## src/rtl/fx_pkg.sv

```systemverilog
// Shared widths, op encoding, port ids and FSM states for the fx bus arbiter.
package fx_pkg;
   localparam int FX_AW = 22;
   localparam int FX_DW = 8;

   localparam logic OP_WR  = 1'b1;
   localparam logic OP_RD  = 1'b0;
   localparam logic PORT_A = 1'b0;
   localparam logic PORT_B = 1'b1;

   typedef enum logic [1:0] {
      S_IDLE  = 2'd0,
      S_ISSUE = 2'd1,
      S_RLAT  = 2'd2,
      S_RESP  = 2'd3
   } fx_state_e;

   typedef struct packed {
      logic             op;
      logic [FX_AW-1:0] addr;
      logic [FX_DW-1:0] data;
   } fx_req_t;
endpackage

```

## src/rtl/fx_arb_slot.sv

```systemverilog
// One-deep pending op buffer for a single requester, with a sticky drop flag.
module fx_arb_slot
   import fx_pkg::*;
(
   input  logic             clk_i,
   input  logic             rst_i,
   input  logic             wr_i,
   input  logic [FX_AW-1:0] waddr_i,
   input  logic [FX_DW-1:0] data_i,
   input  logic             rd_i,
   input  logic [FX_AW-1:0] raddr_i,
   input  logic             grant_i,
   output logic             pend_o,
   output fx_req_t          req_o,
   output logic             ovf_o
);
   logic    pend_q, pend_d;
   logic    ovf_q, ovf_d;
   fx_req_t req_q, req_d;
   logic    take_s;

   // A pulse landing on the grant edge refills the slot: set wins over clear.
   always_comb begin
      take_s = (wr_i | rd_i) & (~pend_q | grant_i);
      pend_d = pend_q & ~grant_i;
      req_d  = req_q;
      if (take_s) begin
         pend_d = 1'b1;
         if (wr_i) begin
            req_d = '{op: OP_WR, addr: waddr_i, data: data_i};
         end else begin
            req_d = '{op: OP_RD, addr: raddr_i, data: {FX_DW{1'b0}}};
         end
      end else begin
         req_d = req_q;
      end
      if ((wr_i & rd_i) | ((wr_i | rd_i) & ~take_s)) begin
         ovf_d = 1'b1;
      end else begin
         ovf_d = ovf_q;
      end
   end

   always_ff @(posedge clk_i) begin
      if (rst_i) begin
         pend_q <= 1'b0;
         ovf_q  <= 1'b0;
         req_q  <= '{op: OP_RD, addr: {FX_AW{1'b0}}, data: {FX_DW{1'b0}}};
      end else begin
         pend_q <= pend_d;
         ovf_q  <= ovf_d;
         req_q  <= req_d;
      end
   end

   assign pend_o = pend_q;
   assign req_o  = req_q;
   assign ovf_o  = ovf_q;
endmodule

```

## src/rtl/fx_arb.sv

```systemverilog
// Two-requester round-robin arbiter serialising single-cycle fx ops onto one slave bus.
module fx_arb
   import fx_pkg::*;
#(
   parameter int unsigned RD_LAT = 1
)
(
   input  logic             clk_sys,
   input  logic             rst,
   input  logic             a_wr,
   input  logic [FX_AW-1:0] a_waddr,
   input  logic [FX_DW-1:0] a_data,
   input  logic             a_rd,
   input  logic [FX_AW-1:0] a_raddr,
   output logic [FX_DW-1:0] a_q,
   output logic             a_q_vld,
   output logic             a_busy,
   output logic             a_ovf,
   input  logic             b_wr,
   input  logic [FX_AW-1:0] b_waddr,
   input  logic [FX_DW-1:0] b_data,
   input  logic             b_rd,
   input  logic [FX_AW-1:0] b_raddr,
   output logic [FX_DW-1:0] b_q,
   output logic             b_q_vld,
   output logic             b_busy,
   output logic             b_ovf,
   output logic             fx_wr,
   output logic [FX_DW-1:0] fx_data,
   output logic [FX_AW-1:0] fx_waddr,
   output logic             fx_rd,
   output logic [FX_AW-1:0] fx_raddr,
   input  logic [FX_DW-1:0] fx_q
);
   localparam logic [3:0] RLAT_INIT = 4'(RD_LAT - 32'd1);

   logic      a_pend_s, b_pend_s, a_grant_s, b_grant_s, gnt_sel_s, any_pend_s;
   fx_req_t   a_req_s, b_req_s, gnt_req_s;
   fx_state_e state_q;
   logic      sel_q, last_q, op_q;
   logic [3:0] cnt_q;
   logic      fx_wr_q, fx_rd_q, a_q_vld_q, b_q_vld_q;
   logic [FX_AW-1:0] fx_waddr_q, fx_raddr_q;
   logic [FX_DW-1:0] fx_data_q, a_q_q, b_q_q;

   fx_arb_slot u_slot_a (
      .clk_i(clk_sys), .rst_i(rst), .wr_i(a_wr), .waddr_i(a_waddr), .data_i(a_data),
      .rd_i(a_rd), .raddr_i(a_raddr), .grant_i(a_grant_s),
      .pend_o(a_pend_s), .req_o(a_req_s), .ovf_o(a_ovf)
   );

   fx_arb_slot u_slot_b (
      .clk_i(clk_sys), .rst_i(rst), .wr_i(b_wr), .waddr_i(b_waddr), .data_i(b_data),
      .rd_i(b_rd), .raddr_i(b_raddr), .grant_i(b_grant_s),
      .pend_o(b_pend_s), .req_o(b_req_s), .ovf_o(b_ovf)
   );

   // When both wait, the port that did not win last time goes first.
   always_comb begin
      any_pend_s = a_pend_s | b_pend_s;
      if (a_pend_s & b_pend_s) begin
         gnt_sel_s = ~last_q;
      end else begin
         gnt_sel_s = b_pend_s;
      end
      gnt_req_s = (gnt_sel_s == PORT_B) ? b_req_s : a_req_s;
      a_grant_s = (state_q == S_IDLE) & any_pend_s & (gnt_sel_s == PORT_A);
      b_grant_s = (state_q == S_IDLE) & any_pend_s & (gnt_sel_s == PORT_B);
   end

   always_ff @(posedge clk_sys) begin
      if (rst) begin
         state_q    <= S_IDLE;
         sel_q      <= PORT_A;
         last_q     <= PORT_A;
         op_q       <= OP_RD;
         cnt_q      <= 4'd0;
         fx_wr_q    <= 1'b0;
         fx_rd_q    <= 1'b0;
         fx_waddr_q <= {FX_AW{1'b0}};
         fx_raddr_q <= {FX_AW{1'b0}};
         fx_data_q  <= {FX_DW{1'b0}};
         a_q_q      <= {FX_DW{1'b0}};
         b_q_q      <= {FX_DW{1'b0}};
         a_q_vld_q  <= 1'b0;
         b_q_vld_q  <= 1'b0;
      end else begin
         fx_wr_q    <= 1'b0;
         fx_rd_q    <= 1'b0;
         fx_waddr_q <= {FX_AW{1'b0}};
         fx_raddr_q <= {FX_AW{1'b0}};
         fx_data_q  <= {FX_DW{1'b0}};
         a_q_vld_q  <= 1'b0;
         b_q_vld_q  <= 1'b0;
         case (state_q)
            S_IDLE: begin
               if (any_pend_s) begin
                  state_q <= S_ISSUE;
                  sel_q   <= gnt_sel_s;
                  last_q  <= gnt_sel_s;
                  op_q    <= gnt_req_s.op;
                  if (gnt_req_s.op == OP_WR) begin
                     fx_wr_q    <= 1'b1;
                     fx_waddr_q <= gnt_req_s.addr;
                     fx_data_q  <= gnt_req_s.data;
                  end else begin
                     fx_rd_q    <= 1'b1;
                     fx_raddr_q <= gnt_req_s.addr;
                  end
               end else begin
                  state_q <= S_IDLE;
               end
            end
            S_ISSUE: begin
               if (op_q == OP_WR) begin
                  state_q <= S_IDLE;
               end else if (RD_LAT == 32'd1) begin
                  state_q <= S_RESP;
               end else begin
                  state_q <= S_RLAT;
                  cnt_q   <= RLAT_INIT;
               end
            end
            S_RLAT: begin
               if (cnt_q == 4'd1) begin
                  state_q <= S_RESP;
               end else begin
                  cnt_q <= cnt_q - 4'd1;
               end
            end
            S_RESP: begin
               state_q <= S_IDLE;
               if (sel_q == PORT_B) begin
                  b_q_q     <= fx_q;
                  b_q_vld_q <= 1'b1;
               end else begin
                  a_q_q     <= fx_q;
                  a_q_vld_q <= 1'b1;
               end
            end
            default: state_q <= S_IDLE;
         endcase
      end
   end

   assign a_busy   = a_pend_s | ((state_q != S_IDLE) & (sel_q == PORT_A));
   assign b_busy   = b_pend_s | ((state_q != S_IDLE) & (sel_q == PORT_B));
   assign fx_wr    = fx_wr_q;
   assign fx_rd    = fx_rd_q;
   assign fx_waddr = fx_waddr_q;
   assign fx_raddr = fx_raddr_q;
   assign fx_data  = fx_data_q;
   assign a_q      = a_q_q;
   assign b_q      = b_q_q;
   assign a_q_vld  = a_q_vld_q;
   assign b_q_vld  = b_q_vld_q;
endmodule

```

## config.mk

```make
export PLATFORM = sky130hd
export DESIGN_NAME = fx_arb
export DESIGN_NICKNAME = d
export VERILOG_FILES = /design/src/rtl/fx_pkg.sv /design/src/rtl/fx_arb_slot.sv /design/src/rtl/fx_arb.sv
export SDC_FILE = /design/constraint.sdc
export NUM_CORES = 1
export LEC_CHECK = 0
export ABC_AREA = 1
export CAP_MARGIN = 20
export CORE_MARGIN = 10
export CORE_UTILIZATION = 40
export CTS_CLUSTER_SIZE = 28
export DETAILED_ROUTE_END_ITERATION = 10
export PLACE_DENSITY_LB_ADDON = 0.15
export SYNTH_ARGS = -nofsm -noshare
export SYNTH_HDL_FRONTEND = slang
export SYNTH_SLANG_ARGS = --single-unit
```

## constraint.sdc

```tcl
create_clock -name clk_sys -period 1.8 [get_ports clk_sys]
set_input_delay 0.18 -clock clk_sys [delete_from_list [all_inputs] [get_ports clk_sys]]
set_output_delay 0.18 -clock clk_sys [all_outputs]
set_load 0.02 [all_outputs]
```

== Yosys cells after proc, flatten, opt, wreduce, memory -nomap -nowiden ==
Index checks and enable logic that the tools add are counted.

* Bits in registers: 146
* Output and inout bits: 76
* Logic and storage cells: 89

* $add $sub $neg: 1
* Mux-type cells: 14
* Reductions and logical operators: 10
* Eq/ne operators: 5
* Bitwise logic cells: 36

{| class="wikitable"
|+ Operators with widths
! cell !! number
|-
| $mux 31 || 3
|-
| $and 1x1->1 || 14
|-
| $not 1->1 || 13
|-
| $or 1x1->1 || 9
|-
| $mux 1 || 8
|-
| $pmux 2 s4 || 1
|-
| $reduce_and 2->1 || 4
|-
| $reduce_or 4->1 || 2
|-
| $eq 2x2->1 const B || 2
|-
| $eq 4x1->1 const B || 1
|-
| $mux 2 || 2
|-
| $sub 4x1->4 const B || 1
|-
| $reduce_or 3->1 || 1
|-
| $eq 2x1->1 const B || 1
|-
| $logic_not 2->1 || 1
|-
| $ne 2x2->1 const B || 1
|-
| $reduce_bool 2->1 || 1
|-
| $reduce_or 2->1 || 1
|}

== Depth between registers and ports, before layout ==
* Word-level depth: 9
* Gate-level depth with buffers: 8
* Depth with buffers taken out: 8

== Hierarchy ==
From an unflattened synthesis, not the netlist that was laid out.

* Cell total of the unflattened synthesis: 868
* Area total of the unflattened synthesis: 6,005.8 um^2

{| class="wikitable"
|+ By module, submodules not included
! module !! area each (um^2) !! times used !! cells each !! seq. area each (um^2)
|-
| fx_arb_slot || 1,615.3 || 2 || 262 || 660.6
|-
| fx_arb || 2,775.2 || 1 || 344 || 1,601.5
|}

== Worst setup path before layout ==
No wires, ideal clock.

* Path type: flip-flop to output port
* Start point: register, netlist name last_q
* End point: output port b_busy
* Setup slack: 0.433 ns
* Arrival: 1.187 ns
* Required time: 1.620 ns
* Stages on the path, launching flop included: 4
* Path through: dfxtp_1 > clkbuf_1 > inv_1 > o21ai_0

{| class="wikitable"
|+ RTL lines
! element !! RTL line !! RTL
|-
| end, declared || fx_arb.sv:26 || <nowiki>output logic b_busy,</nowiki>
|}

== Worst setup path after layout ==
* Start point: register state_q[1]
* End point: output port b_busy

* Cells in the longest elaborated chain, start to end: 3

{| class="wikitable"
|+ RTL lines
! element !! RTL line !! RTL
|-
| start, declared || fx_arb.sv:39 || <nowiki>fx_state_e state_q;</nowiki>
|-
| start signal, assigned || fx_arb.sv:73 || <nowiki>state_q <= S_IDLE;</nowiki>
|-
| start signal, assigned || fx_arb.sv:98 || <nowiki>state_q <= S_ISSUE;</nowiki>
|-
| start signal, assigned || fx_arb.sv:111 || <nowiki>state_q <= S_IDLE;</nowiki>
|-
| $reduce_bool 2->1 || fx_arb.sv:147 || <nowiki>assign b_busy = b_pend_s | ((state_q != S_IDLE) & (sel_q == PORT_B));</nowiki>
|-
| $and 1x1->1 || fx_arb.sv:147 ||
|-
| $or 1x1->1 || fx_arb.sv:147 ||
|}

No other way between the ends.

==> results.tsv <==
metric	value	unit
vias per inst	4.88	
dpl hpwl	12.7	mm
largest net degree at the start of global routing	45	
clock tree sinks	146	
Min-Delay Path Class	input pin to register	
crit share post-route	0.930	
Fmax achieved	598	MHz
pwr dens	1160	nW/um2
Die Wd	139	um
Finished Layout Cells	1086	
clock root buffer	clkbuf_16	
#FFs+latches synth	146	
CTS clk-pin slew, worst paths	60	ps
DIE HEIGHT	139	um
port bufs	193	
Synth area leaders	dfxtp_1, nand2_1, nor2_1	
worst-case clock skew	8.21	ps
clk_lat worst skew	420	ps
wire per inst	15.6	um
Area Overhead vs Synth	49.8	%
vias in the first global route	5308	
wl on met1	7.08	mm
unrepaired setup endpoints after global routing	no	
Finished Core Util	0.612	
syn avg cell area	8.03	um2
Overflow after GRT	0	
max-slew violations	0	
Max FO, Critical Path	6	
Filler cells	1204	
Crit Path Class	register to primary output	
routed wl met3	1.02	mm
Synth Instances	706	
Inst Count DP	1055	
Max H-tree Level	4	
post-CTS setup buffer count	0	
Slew HR	0.757	
top sig layer	met4	
synthesized net count	826	
routed vias	5299	
YS warnings	0	
# setup viols final	0	
full die area	19300	um2
endpoint class of the critical path	primary output	
antenna violations before repair	0	
EDFF count, synth	0	
drt pass-1 iters	7	
worst path arrival time	1490	ps
kind of start point of the critical path	register	
register area share after synthesis	0.515	
status	finished, final reports clean	
Yosys top cell area share	0.515	
CP required	1620	ps
number of CTS-inserted buffers	17	
ys async rst share	0	
Synth Flop Type	dfxtp_1	
TritonCTS clock tree	yes	
r2r worst-path depth	6	
synthesized area	5670	um2
crit path time final	1670	ps
Detailed Route Iter0 Violations	257	
Least-Margin Pin Slew	364	ps
most frequent cells in the layout	clkdlybuf4s50_1, dfxtp_1, nand2_1	
drt total wl	17.0	mm
share of cells above drive strength 1	0.0662	
gr usage total	0.171	
ant diodes	0	
Setup TNS	0	ps
DR WL met2	8.65	mm
Placeable Area	13900	um2
maxcap violations	0	
largest area contributor in the netlist	dfxtp_1	
Hold Path Depth	3	
Antenna Nets Post-Route	0	
nets@finish	1014	
GP Congestion	0.830	
Worst VDD drop	0.635	mV
Initial Util	0.409	
Leak Pwr	3.59	nW
Residual DRC	0	
library cells used by synthesis	24	
Bufs on Longest Clock Path	2	
commonest non-fill, non-tap cell in the layout	clkdlybuf4s50_1	
Ports	194	
Row Count	43	
Final Hold Fails	0	
global-route wire length before repair	26.9	mm
==> critical path, stage by stage, from the launching register on <==
cell,delay (ps)
dfxtp_1,380
nor2_2,100
o21ai_0,220
dlygate4sd2_1,370
==> final timing paths <==
check | to | start | slack (ps)
worst min-delay path | u_slot_b.req_o[30]$_SDFFE_PP0P_ | b_wr | 210
worst max register to register | u_slot_a.req_o[4]$_SDFFE_PP0P_ | state_q[1]$_SDFFE_PP0N_ | 260
worst max-delay path | b_busy | state_q[1]$_SDFFE_PP0N_ | 130
worst min register to register | b_q[4]$_SDFFE_PP0P_ | b_q[4]$_SDFFE_PP0P_ | 460
==> where the power goes <==
group          internal, mW  total, mW  switching (mW)
Combinational         0.963       2.20            1.24
Clock                  2.55       3.86            1.31
Sequential             3.61       3.81           0.191
Total                  7.13       9.87            2.74
==> through the flow <==
step	hold WS (ps)	setup WS [ps]	power (mW)	instance area, um2
CTS	186	79.1	9.95	8490
finish	206	127	9.87	8490
detailed placement	451	64.2	6.09	7850
floorplan	315	433	5.17	5670
global placement	449	118	6.01	7850
global route	206	60.6	10.4	8490
==> repair_timing <==
| action | CTS | global route |
|---|---|---|
| endpoints found under the hold margin | 0 | 0 |
| setup endpoints to repair | 2 | 0 |
| hold buffers | 0 | 0 |
| resized for setup | 2 | 0 |
==> cells by family (layout without fill, tap and decap cells) <==
kind of cell,Yosys count,after routing,share of synthesized area
compound gates,103,103,0.102
fa+ha+maj,2,2,0.00441
simple gates,348,348,0.249
buf+inv,63,263,0.0519
flops,146,146,0.515
mux,44,44,0.0777
==> registers in the layout (all words and copies together), names as in the netlist, 2 cells and up <==
signal,cells
u_slot_a.req_o,31
u_slot_b.req_o,31
fx_raddr,22
fx_waddr,22
a_q,8
b_q,8
fx_data,8
cnt_q,4
state_q,2
==> metal layers <==
metal  global-route usage  vias up
li1                     -     2673
met1                0.192     2445
met2                0.299      159
met3               0.0545       22
met4               0.0582        0
met5                    0        -
==> Yosys cell counts, types with 2 or more instances <==
cell and number:
a21boi_0 22, clkinv_1 2, buf_4 10, dfxtp_1 146
ha_1 2, buf_1 4, nor2_1 134, nand2_1 145
mux2i_1 44, o21ai_0 11, nor2_2 3, nand3_1 61
buf_2 16, a21oi_1 66, nand2_2 2, inv_1 17
clkbuf_1 14
==> cell type report <==
| type | count | area [um2] | share of cell area |
|---|---|---|---|
| sequential | 146 | 2920 | 0.344 |
| multi-input combinational | 497 | 2460 | 0.290 |
| timing repair buffer | 213 | 2160 | 0.255 |
| clock buffer | 21 | 470 | 0.0554 |
| tap | 180 | 225 | 0.0265 |
| clock inverter | 10 | 180 | 0.0212 |
| inverter | 19 | 71.3 | 0.00840 |
Power figures use the tool's default switching activity.
